--- src/rtl/io_pkg.sv ---
// io_pkg: shared definitions for the processor byte-input path.
//   io_state_t      - output handshake FSM states
//   IO_FIFO_DEPTH   - default input FIFO depth
//   IO_FIFO_THRESH  - default fill level for the interrupt request
package io_pkg;

  typedef enum logic [1:0] {
    IO_IDLE     = 2'd0,
    IO_PRESENT  = 2'd1,
    IO_WAIT_LOW = 2'd2
  } io_state_t;

  localparam int IO_FIFO_DEPTH  = 8;
  localparam int IO_FIFO_THRESH = 4;

endpackage

--- src/rtl/io_fifo_mem.sv ---
// io_fifo_mem: DEPTH x 8 register array, synchronous write, asynchronous read.
// Ports:
//   clk    in      clock, rising edge
//   we     in      write enable
//   waddr  in  AW  write address
//   wdata  in  8   write data
//   raddr  in  AW  read address
//   rdata  out 8   read data (combinational from raddr)
module io_fifo_mem #(
  parameter int DEPTH = 8,
  parameter int AW    = 3
) (
  input  logic          clk,
  input  logic          we,
  input  logic [AW-1:0] waddr,
  input  logic [7:0]    wdata,
  input  logic [AW-1:0] raddr,
  output logic [7:0]    rdata
);

  logic [7:0] mem [DEPTH];

  always_ff @(posedge clk) begin
    if (we) mem[waddr] <= wdata;
  end

  assign rdata = mem[raddr];

endmodule

--- src/rtl/io_in_fifo.sv ---
// io_in_fifo: input-port buffer between a valid/ready byte producer and the
// processor's four-phase in/inDataReady/inACK handshake.
// Optional feature: define IO_IN_FIFO_INT_EN to build the fill-threshold
// interrupt request; otherwise int_req is tied low and THRESH is unused.
// Ports:
//   clk          in      clock, rising edge
//   reset        in      asynchronous active-low reset
//   wr_valid     in      producer has a byte
//   wr_data      in  8   producer byte
//   wr_ready     out     FIFO can accept (count != DEPTH)
//   flush        in      synchronous clear of FIFO contents
//   in           out 8   byte presented to processor (registered)
//   inDataReady  out     byte on in is valid (registered)
//   inACK        in      processor has latched in
//   count        out AW+1 current occupancy
//   int_req      out     level interrupt request, count >= THRESH (registered)
module io_in_fifo
  import io_pkg::*;
#(
  parameter int DEPTH  = IO_FIFO_DEPTH,
  parameter int AW     = 3,
  parameter int THRESH = IO_FIFO_THRESH
) (
  input  logic        clk,
  input  logic        reset,
  input  logic        wr_valid,
  input  logic [7:0]  wr_data,
  output logic        wr_ready,
  input  logic        flush,
  output logic [7:0]  in,
  output logic        inDataReady,
  input  logic        inACK,
  output logic [AW:0] count,
  output logic        int_req
);

  if (DEPTH != (1 << AW) || DEPTH < 2 || DEPTH > 256) begin : g_bad_depth
    $error("io_in_fifo: DEPTH must be 2**AW within 2..256");
  end
  if (THRESH < 1 || THRESH > DEPTH) begin : g_bad_thresh
    $error("io_in_fifo: THRESH must be within 1..DEPTH");
  end

  localparam logic [AW:0] CNT_FULL = (AW+1)'(DEPTH);

  io_state_t     state;
  logic [AW-1:0] wptr;
  logic [AW-1:0] rptr;
  logic [7:0]    rd_data;
  logic          push;
  logic          pop;

  // Full decision uses registered count only; a same-cycle pop does not help.
  assign wr_ready = (count != CNT_FULL);
  assign push     = wr_valid && wr_ready && !flush;
  assign pop      = (state == IO_PRESENT) && inACK;

  io_fifo_mem #(
    .DEPTH (DEPTH),
    .AW    (AW)
  ) u_mem (
    .clk   (clk),
    .we    (push),
    .waddr (wptr),
    .wdata (wr_data),
    .raddr (rptr),
    .rdata (rd_data)
  );

  always_ff @(posedge clk or negedge reset) begin
    if (!reset) begin
      wptr  <= '0;
      rptr  <= '0;
      count <= '0;
    end else if (flush) begin
      wptr  <= '0;
      rptr  <= '0;
      count <= '0;
    end else begin
      if (push) wptr <= wptr + 1'b1;
      if (pop)  rptr <= rptr + 1'b1;
      case ({push, pop})
        2'b10:   count <= count + 1'b1;
        2'b01:   count <= count - 1'b1;
        default: count <= count;
      endcase
    end
  end

  always_ff @(posedge clk or negedge reset) begin
    if (!reset) begin
      state       <= IO_IDLE;
      in          <= '0;
      inDataReady <= 1'b0;
    end else begin
      case (state)
        IO_IDLE: begin
          if (count != '0 && !flush) begin
            in          <= rd_data;
            inDataReady <= 1'b1;
            state       <= IO_PRESENT;
          end
        end
        IO_PRESENT: begin
          // Flush without ack withdraws the byte but still waits for inACK low.
          if (inACK || flush) begin
            inDataReady <= 1'b0;
            state       <= IO_WAIT_LOW;
          end
        end
        IO_WAIT_LOW: begin
          if (!inACK) state <= IO_IDLE;
        end
        default: begin
          inDataReady <= 1'b0;
          state       <= IO_IDLE;
        end
      endcase
    end
  end

`ifdef IO_IN_FIFO_INT_EN
  always_ff @(posedge clk or negedge reset) begin
    if (!reset) int_req <= 1'b0;
    else        int_req <= (count >= (AW+1)'(THRESH));
  end
`else
  assign int_req = 1'b0;
`endif

endmodule

--- config.mk ---
export PLATFORM = sky130hd
export DESIGN_NAME = io_in_fifo
export DESIGN_NICKNAME = d
export VERILOG_FILES = /design/src/rtl/io_pkg.sv /design/src/rtl/io_fifo_mem.sv /design/src/rtl/io_in_fifo.sv
export SDC_FILE = /design/constraint.sdc
export NUM_CORES = 1
export LEC_CHECK = 0
export BUFFER_PORTS_ARGS = -buffer_cell sky130_fd_sc_hd__buf_2
export CAP_MARGIN = 25
export CORE_MARGIN = 1.5
export CORE_UTILIZATION = 60
export CTS_CLUSTER_DIAMETER = 60
export DETAILED_ROUTE_END_ITERATION = 8
export GPL_ROUTABILITY_DRIVEN = 0
export HOLD_SLACK_MARGIN = 0.1
export PLACE_DENSITY = 0.82
export SYNTH_ARGS = -nofsm -noshare
export SYNTH_HDL_FRONTEND = slang
export SYNTH_HIERARCHICAL = 1
export SYNTH_SLANG_ARGS = --single-unit
--- constraint.sdc ---
create_clock -name clk -period 5.4 [get_ports clk]
set_input_delay 1.08 -clock clk [delete_from_list [all_inputs] [get_ports clk]]
set_output_delay 1.08 -clock clk [all_outputs]
set_load 0.02 [all_outputs]
* Word-level counts from Yosys, hierarchy flattened
Memory sizes are Yosys's and may differ from the RTL's. A register that Yosys moved wholly into a read port is not among the register bits. Index checks and enable logic that the tools add are counted.
Operators by class: multipliers 0, div/mod/pow operators 0, bitwise logic cells 1, muxes and demuxes 15, $lt $le $gt $ge 0, shifts and indexed selects 0, reduce and logical (&&, ||, !) cells 15, eq/ne operators 8, add/subtract/negate cells 4
Operators with widths (number):
- $mux W3 | 4
- $pmux W4 S2 | 1
- $add A3 B1 Y3 const B | 2
- $mux W2 | 3
- $pmux W2 S3 | 1
- $reduce_and A3 Y1 | 2
- $add A4 B1 Y4 const B | 1
- $eq A2 B1 Y1 const B | 2
- $eq A2 B2 Y1 const B | 2
- $logic_and A1 B1 Y1 | 4
- $mux W1 | 4
- $mux W4 | 1
- $ne A2 B2 Y1 const B | 2
- $ne A4 B4 Y1 const B | 1
- $reduce_bool A2 Y1 | 2
- $reduce_bool A4 Y1 | 1
- $sub A4 B1 Y4 const B | 1
- $pmux W1 S3 | 1
- $reduce_bool A3 Y1 | 1
- $logic_not A1 Y1 | 2
- $logic_not A2 Y1 | 1
- $ne A2 B1 Y1 const B | 1
- $reduce_and A2 Y1 | 1
- $logic_or A1 B1 Y1 | 1
- $not A1 Y1 | 1
Word-level totals: memory bits (read-only) 0, input bits 13, RAM bits 64, memories kept 1, bits in registers 13, output and inout bits 15, bits in latches 0
Memories:
- u_mem.mem | depth 8, width 8, read ports 1, clocked after Yosys merged registers in 1, write ports 1, line io_fifo_mem.sv:21 | logic [7:0] mem [DEPTH];

* Longest topological paths before layout
Gate-level depths: netlist of run 1.
word-level depth 6, gate-level depth with buffers 10, depth with buffers taken out 9

* Cells and area by module
The synthesis of run 1 kept the hierarchy.
By module, submodules not included:
- io_fifo_mem | area each 2531.2 µm², instances 1, seq. area each 1921.8 µm², cells an instance 106
- io_in_fifo | area each 1052.3 µm², instances 1, seq. area each 525.5 µm², cells an instance 93

* Worst setup path after synthesis of run 1
OpenSTA, ideal clock, no wires.
path kind input to register, start in flush, end reg count[3], stages 9, setup time 0.104 ns, arrival 3.014 ns, setup slack 2.282 ns, path through clkbuf_1 clkbuf_1 nor2_1 nor2_1 ha_1 a21oi_1 nand2_1 or4b_1 o311ai_1
Between the ends: longest elaborated chain between the ends 5, elaborated cells between the ends (all ways) 7, classes of those cells eq/ne: 2; mux: 2; reduce/logical: 3
RTL lines:
- from (decl) | line io_in_fifo.sv:29 | input logic flush,
- $logic_not A1 Y1 (*) | line io_in_fifo.sv:55 | assign push = wr_valid && wr_ready && !flush;
- $logic_and A1 B1 Y1 (*) | line io_in_fifo.sv:55
- via push | line io_in_fifo.sv:50 | logic push;
- $eq A2 B1 Y1 / $eq A2 B2 Y1 (equally long branches) | line io_in_fifo.sv:82 | case ({push, pop})
- $pmux W4 S2 | line io_in_fifo.sv:82
- $mux W4 | line io_in_fifo.sv:75 | end else if (flush) begin
- to (signal assigned) | line io_in_fifo.sv:83 | 2'b10: count <= count + 1'b1;
- to (signal assigned) | line io_in_fifo.sv:84 | 2'b01: count <= count - 1'b1;
- to (signal assigned) | line io_in_fifo.sv:85 | default: count <= count;
- to (decl) | line io_in_fifo.sv:33 | output logic [AW:0] count,
The timed path passes the listed nets; every way through them passes the cells marked *. A chain may end at the register's enable or synchronous reset.

* Worst setup path in the final report of run 1
start reg count[1], end reg count[3]
Between the ends: longest elaborated chain between the ends 6, elaborated cells between the ends (all ways) 10, classes of those cells add/sub: 2; eq/ne: 3; mux: 2; reduce/logical: 3
RTL lines:
- $ne A4 B4 Y1 (*) | line io_in_fifo.sv:54 | assign wr_ready = (count != CNT_FULL);
- $logic_and A1 B1 Y1 (*) (2 in series) | line io_in_fifo.sv:55
- via push | line io_in_fifo.sv:50
- $eq A2 B1 Y1 / $eq A2 B2 Y1 (equally long branches) | line io_in_fifo.sv:82
- $pmux W4 S2 | line io_in_fifo.sv:82
- $mux W4 | line io_in_fifo.sv:75
Marks and branches as above.

==> out/summary.txt, run 1 <==
setup ws final = 2.311 ns
P_leak = 1.438 nW
CORE AREA = 5642 um^2
fin crit share = 0.5721
post-route ant nets = 0
hold buffer count at cts = 0
final hold vios = 0
initial antenna violation count = 0
Buffers on Ports = 26
Nets = 247
Setup Viol. Count Final = 0
fraction of layout cells with a size suffix above 1 = 0.2564
Startpoint Class = flip-flop
Synth top area share = 0.5363
number of synthesized flops with an enable pin = 64
Via density = 5.935
first-pass GRT wire length = 9873 um
row cnt = 27
vias post-DR = 1,816
clk_lat worst skew = 0.35 ns
Critical Path End Type = flip-flop
syn_area_per_cell = 18.01 um^2
Post-CTS Setup Bufs = 0
Synth Register Bits = 85
reg2reg path depth = 9
ANT cells = 0
fin. max-slew vios = 0
Vert. Die Dim = 80.28 um
filler cell count = 370
Resize count post-CTS = 0
H-tree depth = 3
critical path peak fanout = 6
hold depth = 1
maximum clock frequency = 0.3237 GHz
Synth cell types = 37
CTS buffer count = 9
status = finished, final reports clean
RSZ-0062 raised after global routing = false
Clock Skew = 0.01232 ns
DRC = 0
Worst-path clk slew = 0.09 ns
Pre-antenna DRT Iters = 4
TNS Setup = 0 ns
power per cell area = 399.4 nW/um^2
clock net sink count = 85
post-synth net total = 217
Crit Path Class = flip-flop to flip-flop
Primary FF master, synth = edfxtp_1
worst hold path type = flip-flop to flip-flop
crit path DAT = 3.33 ns
Root Driver = clkbuf_8
Crit path required time = 5.64 ns
Setup WS pre-CTS = 2.230 ns
max_cap viols = 0
DPL Wire Length = 4024 um
normalized max-slew margin = 0.3351
CTS Buffer Depth = 2
gr ovfl total = 0
synth top area cells = edfxtp_1, dfrtp_1, mux4_1
Seq/Total Area, Yosys = 0.6830
Max VDD drop = 0.2323 mV
initial drt markers = 189
GRT Overall Usage = 0.2220
fin util = 0.7008
vias in the first global route = 1,898
Post-Route WL = 6300 um
initial core utilization = 0.6352
r2r setup slk = 2.31 ns
die area = 6445 um^2
yosys warns = 6
Mapped Cells = 199
Die Span X = 80.28 um
Worst-Margin Slew = 0.9936 ns
share of flip-flops with an asynchronous set or reset = 0.2471
CTS tree = yes
top-level I/O count = 28
minimum clock period = 3.089 ns
cell taking the most area after synthesis = edfxtp_1
Area Overhead vs Synth = 10.34%
largest net degree at the start of global routing = 22
wire per inst = 20.59 um
Post-Syn Area = 3583 um^2
==> cells in the final DEF, fill, tap and decap left out, types with 5 or more instances in the layout <==
cell       n
mux2_2    16
nand2b_1   5
edfxtp_1  64
mux4_1    15
clkbuf_8  10
buf_2     26
dfrtp_1   21
nor2_1    18
nand2_1    6
==> sequential cells by signal, summed over array words and instances, names as in the netlist <==
| signal | cells |
|---|---|
| rptr | 3 |
| state | 2 |
| count | 4 |
| wptr | 3 |
| in | 8 |
| u_mem/mem | 64 |
| inDataReady | 1 |
==> logic make-up after synthesis <==
| logic type | synth area share |
|---|---|
| compound gates | 0.02724 |
| xor+xnor | 0.01222 |
| fa+ha+maj | 0.01955 |
| buf+inv | 0.01990 |
| flops | 0.6830 |
| mux | 0.1753 |
| other cells | 0.001046 |
| simple gates | 0.06180 |
==> critical path, cell delays in order, from the launching register on <==
cell and delay [ns]:
dfrtp_1 0.46, or4b_1 0.70, nand2_1 0.19, nor2_1 0.09
nor2_1 0.25, ha_1 0.33, a21oi_1 0.25, nand2_1 0.12
or4b_1 0.49, o311ai_1 0.11
==> per-stage QoR <==
| step | instance area (um^2) | total power [mW] | instances | hold slack [ns] |
|---|---|---|---|---|
| CTS | 3954 | 1.596 | 306 | 0.5131 |
| finish | 3954 | 1.579 | 306 | 0.5088 |
| global route | 3954 | 1.650 | 306 | 0.5314 |
| detailed placement | 3755 | 1.154 | 290 | 0.4939 |
| floorplan | 3583 | 1.059 | 199 | 0.4670 |
| global placement | 3755 | 1.135 | 290 | 0.4870 |
==> final timing paths <==
| kind | end | from |
|---|---|---|
| setup / recovery | count[3]$_DFFE_PN0P_ | count[1]$_DFFE_PN0P_ |
| hold / removal | in[5]$_DFFE_PN0P_ | in[5]$_DFFE_PN0P_ |
| setup reg to reg | count[3]$_DFFE_PN0P_ | count[1]$_DFFE_PN0P_ |
| hold reg to reg | in[5]$_DFFE_PN0P_ | in[5]$_DFFE_PN0P_ |
| max in group asynchronous | in[1]$_DFFE_PN0P_ | reset |
| min in group asynchronous | count[2]$_DFFE_PN0P_ | reset |
==> routing by layer <==
layer  routed length (um)  up-vias  part of all wire  GRT usage
li1                     -      847                 -          -
met2                 3233       49              0.51     0.3840
met1                 2697      912              0.43     0.2763
met3                  282        8             0.045    0.04091
met5                    0        -                 0          0
met4                   87        0             0.014    0.08966
==> Yosys cell counts, types with 3 or more instances <==
master / instances
ha_1: 4
a21oi_1: 4
o21ai_0: 3
mux2_2: 16
nand2b_1: 5
nand2_1: 6
edfxtp_1: 64
xor2_1: 3
nor2_1: 18
dfrtp_1: 21
mux4_1: 15
nand3_1: 4
clkbuf_1: 3
==> cell type report <==
| type | instances | area, um^2 | share of cell area |
|---|---|---|---|
| clock buffer | 11 | 141.4 | 0.03576 |
| clock inverter | 5 | 57.56 | 0.01456 |
| inverter | 2 | 7.507 | 0.001899 |
| multi-input combinational | 103 | 1065 | 0.2693 |
| sequential | 85 | 2447 | 0.6190 |
| tap | 72 | 90.09 | 0.02278 |
| timing repair buffer | 28 | 145.1 | 0.03671 |
==> report_power, final <==
group / total [mW] / internal, mW / switching [mW]
Sequential: 0.827 / 0.766 / 0.0619
Combinational: 0.307 / 0.146 / 0.160
Clock: 0.445 / 0.227 / 0.219
No activity file was read; power rests on OpenSTA's default activity.
==> run 2: changes to the inputs <==
--- a/config.mk
+++ b/config.mk
@@ -5,6 +5,7 @@
 export SDC_FILE = /design/constraint.sdc
 export NUM_CORES = 1
 export LEC_CHECK = 0
+export ABC_AREA = 1
 export BUFFER_PORTS_ARGS = -buffer_cell sky130_fd_sc_hd__buf_2
 export CAP_MARGIN = 25
 export CORE_MARGIN = 1.5
@@ -13,7 +14,7 @@
 export DETAILED_ROUTE_END_ITERATION = 8
 export GPL_ROUTABILITY_DRIVEN = 0
 export HOLD_SLACK_MARGIN = 0.1
-export PLACE_DENSITY = 0.82
+export PLACE_DENSITY = 0.81
 export SYNTH_ARGS = -nofsm -noshare
 export SYNTH_HDL_FRONTEND = slang
 export SYNTH_HIERARCHICAL = 1
==> constraint.sdc (replaced) <==
create_clock -name clk -period 3.2 [get_ports clk]
set_input_delay 0.64 -clock clk [delete_from_list [all_inputs] [get_ports clk]]
set_output_delay 0.64 -clock clk [all_outputs]
set_load 0.02 [all_outputs]
==> out/summary.txt, run 2 <==
P_sw = 0.7249 mW (+64%)
final hold vios = 0 (unchanged)
Resize count post-CTS = 0 (unchanged)
Synth cell types = 30 (-19%)
Mapped Cells = 421 (+110%)
GRT met2 Usage = 0.3355 (-0.04854)
Area Overhead vs Synth = 8.511%
largest net degree at the start of global routing = 33 (+50%)
critical path peak fanout = 6 (unchanged)
worst hold path type = input pin to asynchronous set/reset pin
maximum clock frequency = 0.5006 GHz (+55%)
Root Driver = clkbuf_8
Buffers on Ports = 26 (unchanged)
clock net sink count = 85 (unchanged)
Clock power frac = 0.304 (+0.022)
wire per inst = 14.60 um (-29%)
reg2reg path depth = 15 (+6)
cell taking the most area after synthesis = edfxtp_1
TNS Setup = 0 ns (unchanged)
Clock Skew = 0.01319 ns (+0.0008729 ns)
critical path's largest stage delay = 0.47 ns (-0.23 ns)
CTS Buffer Depth = 2 (unchanged)
die area = 7163 um^2 (+11%)
initial antenna violation count = 0 (unchanged)
syn_area_per_cell = 9.498 um^2 (-47%)
yosys warns = 6 (unchanged)
r2r endpoint = count[3]$_DFFE_PN0P_
Setup Viol. Count Final = 0 (unchanged)
clk_lat worst skew = 0.35 ns (about the same)
Reg with most FFs = u_mem/mem
fin. max-slew vios = 0 (unchanged)
H-tree depth = 3 (unchanged)
Worst-path clk slew = 0.09 ns (about the same)
ANT cells = 0 (unchanged)
DPL Wire Length = 5535 um (+38%)
minimum clock period = 1.998 ns (-1.092 ns)
met3 Use GR = 0.05408 (+0.01317)
worst path cell trace = nor2_1 > nand2_2 > nand3_4 > nand2_4 > inv_4 > ha_1 > nand3_1 > nand3_1 > nand2_1 > nand2_1 > inv_1 > nand2_1 > nand2_1 > nand2_1 > nand2_1
sw frac = 0.2868 (+0.007684)
Top Registers = u_mem/mem (64), in (8), count (4)
CTS buffer count = 9 (unchanged)
Pre-antenna DRT Iters = 5 (+1)
Startpoint Class = flip-flop
vias post-DR = 2,691 (+48%)
worst r2r src = count[0]$_DFFE_PN0P_
Worst-Margin Slew = 0.6494 ns (-0.3442 ns)
first-pass GRT wire length = 12,360 um (+25%)
Seq/Total Area, Yosys = 0.6120 (-0.07095)
post-route ant nets = 0 (unchanged)
Max stage delay cell, worst path = dfrtp_1
Crit Path Class = flip-flop to flip-flop
Die Span X = 84.64 um (+5.4%)
top-level I/O count = 28 (unchanged)
Sequential Power Share = 0.522 (-0.002)
Largest register FFs = 64 (unchanged)
RSZ-0062 raised after global routing = false
Critical Path End Type = flip-flop
initial core utilization = 0.6262 (-0.008999)
Post-CTS Setup Bufs = 0 (unchanged)
Non-Filler Instances = 529 (+73%)
most common cell after layout, fill and taps aside = nand2_1
fraction of layout cells with a size suffix above 1 = 0.1327 (-0.1237)
vias in the first global route = 2,443 (+29%)
Crit path top cell by count = nand2_1
share of flip-flops with an asynchronous set or reset = 0.2471 (unchanged)
GRT Overall Usage = 0.2313 (+0.009285)
Post-Route WL = 7722 um (+23%)
Worst Path Buf+Inv = 2 (+2)
Comb pwr share = 0.174 (-0.020)
commonest cells after routing, fill and taps aside = nand2_1, inv_1, edfxtp_1
Post-Syn Area = 3999 um^2 (+12%)
P_leak = 2.114 nW (+47%)
Post-synth top cells = nand2_1, inv_1, edfxtp_1
number of synthesized flops with an enable pin = 64 (unchanged)
initial drt markers = 315 (+67%)
Vert. Die Dim = 84.64 um (+5.4%)
row cnt = 29 (+7.4%)
Nets = 465 (+88%)
power per cell area = 582.5 nW/um^2 (+46%)
gr ovfl total = 0 (unchanged)
most used routing layer = met1
normalized max-slew margin = 0.5654 (+0.2303)
Fin Hold WS = 0.2261 ns (-0.2827 ns)
max_cap viols = 0 (unchanged)
crit path DAT = 2.25 ns (-1.08 ns)
Max VDD drop = 0.4247 mV (+83%)
Int Pwr = 1.803 mW (+58%)
Crit path required time = 3.45 ns (-2.19 ns)
fin crit share = 0.6242 (+0.05217)
status = finished, final reports clean
DP Cell Count = 513 (+77%)
post-synth net total = 439 (+100%)
Synth Register Bits = 85 (unchanged)
CTS tree = yes
cell family with most CP delay = simple AND/OR/NAND/NOR gates
synth top area cells = edfxtp_1, nand2_1, dfrtp_1
r2r setup slk = 1.20 ns (-1.11 ns)
DRC = 0 (unchanged)
most frequent cell after synthesis = nand2_1
Primary FF master, synth = edfxtp_1
CORE AREA = 6386 um^2 (+13%)
Via density = 5.087 (-14%)
met1 Use GR = 0.3474 (+0.07108)
crit path from = count[0]$_DFFE_PN0P_
Synth top area share = 0.4806 (-0.05571)
hold buffer count at cts = 0 (unchanged)
-- run 2: changes by cell type after synthesis, sizes merged, moves of 3 or more --
cell and change:
nand4 +3, nor2 -3, nand2 +142, clkbuf -3
inv +89, mux2 -17, o21ai +9, buf +7
nand3 +34, nand2b -5, mux4 -16
-- run 2: cell families after synthesis --
logic type / Yosys count / share of synthesized area
AND/OR/NAND/NOR: 205 / 0.2218
buffers and inverters: 104 / 0.1161
flip-flops: 85 / 0.6120
AO/OA/AOI/OAI: 19 / 0.02722
adder cells (fa/ha/maj): 5 / 0.01752
XOR/XNOR: 2 / 0.004381
other: 1 / 0.0009378
-- run 2: final cells by class --
type                    instances  area (um^2)
clock buffers                  12        187.7
inverters                      91        349.1
well taps                      77        96.34
flip-flops and latches         85         2447
repair buffers                 28        145.1
fillers                       504         2047
multi-input cells             232         1087
clock inverters                 4        26.28
-- run 2: worst reg2reg max path, delay by kind of cell (launching register included) --
family,cells,cell delay [ns]
adder cells (fa/ha/maj),1,0.32
AND/OR/NAND/NOR,12,1.00
flip-flops,1,0.47
buffers and inverters,2,0.10
-- run 2: metrics by stage --
step | instance area [um^2] | power [mW] | util | setup WS (ns)
2_1_floorplan | 3999 | 1.658 | - | 1.231
3_3_place_gp | 4125 | 1.774 | 0.6460 | 1.048
3_5_place_dp | 4125 | 1.786 | 0.6460 | 0.9706
4_1_cts | 4339 | 2.550 | 0.6795 | 1.206
5_1_grt | 4339 | 2.643 | 0.6795 | 1.048
6_report | 4339 | 2.528 | 0.6795 | 1.202
-- run 2: power by group through the flow --
stage / sequential, mW / combinational, mW / clock [mW]
finish: 1.32 / 0.440 / 0.769
floorplan: 1.41 / 0.252 / 0
detailed placement: 1.34 / 0.445 / 0
global route: 1.33 / 0.487 / 0.829
global placement: 1.34 / 0.434 / 0
CTS: 1.32 / 0.446 / 0.786
-- run 2: worst max path at each step --
stage / to / slack, ns / cells after the start
after floorplan: count[3]$_DFFE_PN0P_ / 1.23 / 15
after global placement: u_mem/mem[1][0]$_DFFE_PP_ / 1.05 / 6
after detailed placement: count[3]$_DFFE_PN0P_ / 0.97 / 15
after CTS: count[3]$_DFFE_PN0P_ / 1.21 / 14
after global routing: count[3]$_DFFE_PN0P_ / 1.05 / 15
final: count[3]$_DFFE_PN0P_ / 1.20 / 15
-- run 2: per-layer routing --
| layer | vias to the layer above | routed length, um |
|---|---|---|
| li1 | 1352 | - |
| met1 | 1226 | 3652 |
| met2 | 105 | 3505 |
| met3 | 8 | 490 |
| met4 | 0 | 74 |
| met5 | - | 0 |
==> run 3: changes to the inputs <==
--- a/config.mk
+++ b/config.mk
@@ -5,11 +5,11 @@
 export SDC_FILE = /design/constraint.sdc
 export NUM_CORES = 1
 export LEC_CHECK = 0
-export ABC_AREA = 1
+export ABC_AREA = 0
 export BUFFER_PORTS_ARGS = -buffer_cell sky130_fd_sc_hd__buf_2
 export CAP_MARGIN = 25
 export CORE_MARGIN = 1.5
-export CORE_UTILIZATION = 60
+export CORE_UTILIZATION = 59
 export CTS_CLUSTER_DIAMETER = 60
 export DETAILED_ROUTE_END_ITERATION = 8
 export GPL_ROUTABILITY_DRIVEN = 0
==> constraint.sdc (replaced) <==
create_clock -name clk -period 2 [get_ports clk]
set_input_delay 0.4 -clock clk [delete_from_list [all_inputs] [get_ports clk]]
set_output_delay 0.4 -clock clk [all_outputs]
set_load 0.02 [all_outputs]
==> out/summary.txt, run 3 (same netlist as run 1, synthesis figures left out) <==
Worst-Margin Slew = 0.5665 ns (-0.08290 ns)
post-route ant nets = 0 (unchanged)
Final Cell Area = 4307 um^2 (-0.75%)
worst path cell trace = or4b_4 > nand2_4 > nor2_4 > nor2_4 > ha_4 > a21oi_4 > nand2_2 > or4b_4 > o311ai_2
Reg with most FFs = u_mem/mem
ANT cells = 0 (unchanged)
DRC = 0 (unchanged)
Post-Route WL = 6531 um (-15%)
Area Overhead vs Synth = 20.18%
CTS buffer count = 9 (unchanged)
worst hold endpoint = u_mem/mem[0][7]$_DFFE_PP_
CTS tree = yes
RSZ-0062 raised after global routing = true
clock net sink count = 85 (unchanged)
fraction of layout cells with a size suffix above 1 = 0.4186 (+0.2859)
vias in the first global route = 1,948 (-20%)
gr ovfl total = 0 (unchanged)
fin. max-slew vios = 0 (unchanged)
Top Registers = u_mem/mem (64), in (8), count (4)
multi-input logic area = 1197 um^2 (+10%)
die area = 6550 um^2 (-8.6%)
GRT Overall Usage = 0.2150 (-0.01630)
Max stage delay cell, worst path = or4b_4
P_leak = 1.592 nW (-25%)
GRT met2 Usage = 0.3508 (+0.01534)
Buffers on Ports = 26 (unchanged)
Sequential cell area = 2450 um^2 (+0.10%)
reg2reg path depth = 9 (-6)
commonest cells after routing, fill and taps aside = edfxtp_1, buf_2, buf_4
Post-DP Area = 3965 um^2 (-3.9%)
Nets = 271 (-42%)
critical path peak fanout = 3 (-3)
Crit path required time = 2.26 ns (-1.19 ns)
vias post-DR = 1,959 (-27%)
maximum clock frequency = 0.4145 GHz (-17%)
Crit Path Class = flip-flop to flip-flop
Worst-path clk slew = 0.09 ns (about the same)
met1 Use GR = 0.2813 (-0.06609)
failing checks = setup timing
Largest register FFs = 64 (unchanged)
most common cell after layout, fill and taps aside = edfxtp_1
normalized max-slew margin = 0.6219 (+0.05646)
clk_lat worst skew = 0.36 ns (about the same)
CTS Buffer Depth = 2 (unchanged)
H-tree depth = 3 (unchanged)
critical path's largest stage delay = 0.56 ns (+0.09 ns)
initial drt markers = 142 (-55%)
minimum clock period = 2.413 ns (+0.4152 ns)
Setup Viol. Count Final = 4 (+4)
max_cap viols = 0 (unchanged)
final hold vios = 0 (unchanged)
setup ws final = -0.4127 ns (-1.615 ns)
Max VDD drop = 1.034 mV (+140%)
first-pass GRT wire length = 9625 um (-22%)
filler cell count = 361 (-28%)
CORE AREA = 5886 um^2 (-7.8%)
fin crit share = 1.206 (+0.5821)
status = finished, violations left
Tot Pwr = 4.562 mW (+80%)
Via density = 5.883 (+16%)
TNS Setup = -0.9238 ns (-0.9238 ns)
hold_sp = wr_data[7]
Clock Skew = 0.005808 ns (-0.007381 ns)
DPL Wire Length = 4012 um (-28%)
hold depth = 1
Pre-antenna DRT Iters = 4 (-1)
met3 Use GR = 0.04719 (-0.006890)
power per cell area = 1059 nW/um^2 (+82%)
Critical Path End Type = flip-flop
Vert. Die Dim = 80.94 um (-4.4%)
wire per inst = 19.61 um (+34%)
most used routing layer = met2
row cnt = 28 (-3.4%)
top-level I/O count = 28 (unchanged)
initial antenna violation count = 0 (unchanged)
worst hold path type = input pin to flip-flop
r2r endpoint = count[3]$_DFFE_PN0P_
Die Span X = 80.94 um (-4.4%)
r2r setup slk = -0.41 ns (-1.62 ns)
initial core utilization = 0.6088 (-0.01733)
Startpoint Class = flip-flop
largest net degree at the start of global routing = 22 (-33%)
Root Driver = clkbuf_8
crit path DAT = 2.67 ns (+0.42 ns)
worst r2r src = count[1]$_DFFE_PN0P_
## run 3: changes by cell type in the layout (fill, tap and decap cells not counted), moves of 4 or more
cell and change:
nand2_1 -141, mux4_1 +15, nand2b_1 +4, buf_4 +20, o21ai_1 -8, inv_1 -83, mux2_2 +16, nand3_1 -33
nor2_2 +4
## run 3: how the worst max path moves through the flow
stage	startpoint	to	slack [ns]	cells after the start
floorplan	count[0]$_DFFE_PN0P_	count[3]$_DFFE_PN0P_	-0.51	10
global placement	count[0]$_DFFE_PN0P_	count[3]$_DFFE_PN0P_	-0.28	9
detailed placement	count[0]$_DFFE_PN0P_	count[3]$_DFFE_PN0P_	-0.33	9
CTS	count[0]$_DFFE_PN0P_	count[3]$_DFFE_PN0P_	-0.35	9
global route	count[1]$_DFFE_PN0P_	count[3]$_DFFE_PN0P_	-0.47	9
finish	count[1]$_DFFE_PN0P_	count[3]$_DFFE_PN0P_	-0.41	9
## run 3: power by group
group	internal, mW	leakage [nW]	total, mW	switching, mW
clock network	0.601	0.104	1.23	0.629
registers	2.07	0.843	2.18	0.112
logic	0.574	0.645	1.15	0.576
## run 3: critical path: cells and delay by family (launching register included)
kind            cells  cell delay, ns
flops               1            0.42
fa+ha+maj           1            0.24
compound gates      2            0.24
simple gates        6            1.42
## run 3: cell type report
| type | instances | share of cell area |
|---|---|---|
| flip-flops and latches | 85 | 0.5689 |
| clock inverters | 6 | 0.01772 |
| well taps | 75 | 0.02179 |
| inverters | 2 | 0.001743 |
| repair buffers | 52 | 0.08222 |
| clock buffers | 10 | 0.02963 |
| multi-input cells | 103 | 0.2780 |
## run 3: what timing repair did
item / CTS / global route
pin swaps: 1 / 7
hold buffers: 1 / 0
setup endpoints to repair: 68 / 9
resized for setup: 11 / 13
endpoints found under the hold margin: 21 / 0
buffers inserted: 1 / 3
## run 3: metrics by stage
stage                     utilization  cells  hold WS [ns]  setup slack (ns)
after CTS                      0.7185    330        0.2993           -0.3512
after global placement         0.6737    312        0.3940           -0.2845
after floorplan                     -    199        0.1044           -0.5091
after global routing           0.7317    333        0.3057           -0.4720
after detailed placement       0.6737    312        0.3974           -0.3322
final                          0.7317    333        0.3041           -0.4127
## run 3: routing by layer
layer | share of wire | vias to the layer above
li1 | - | 892
met1 | 0.44 | 1014
met2 | 0.52 | 42
met3 | 0.034 | 11
met4 | 0.014 | 0
met5 | 0 | -
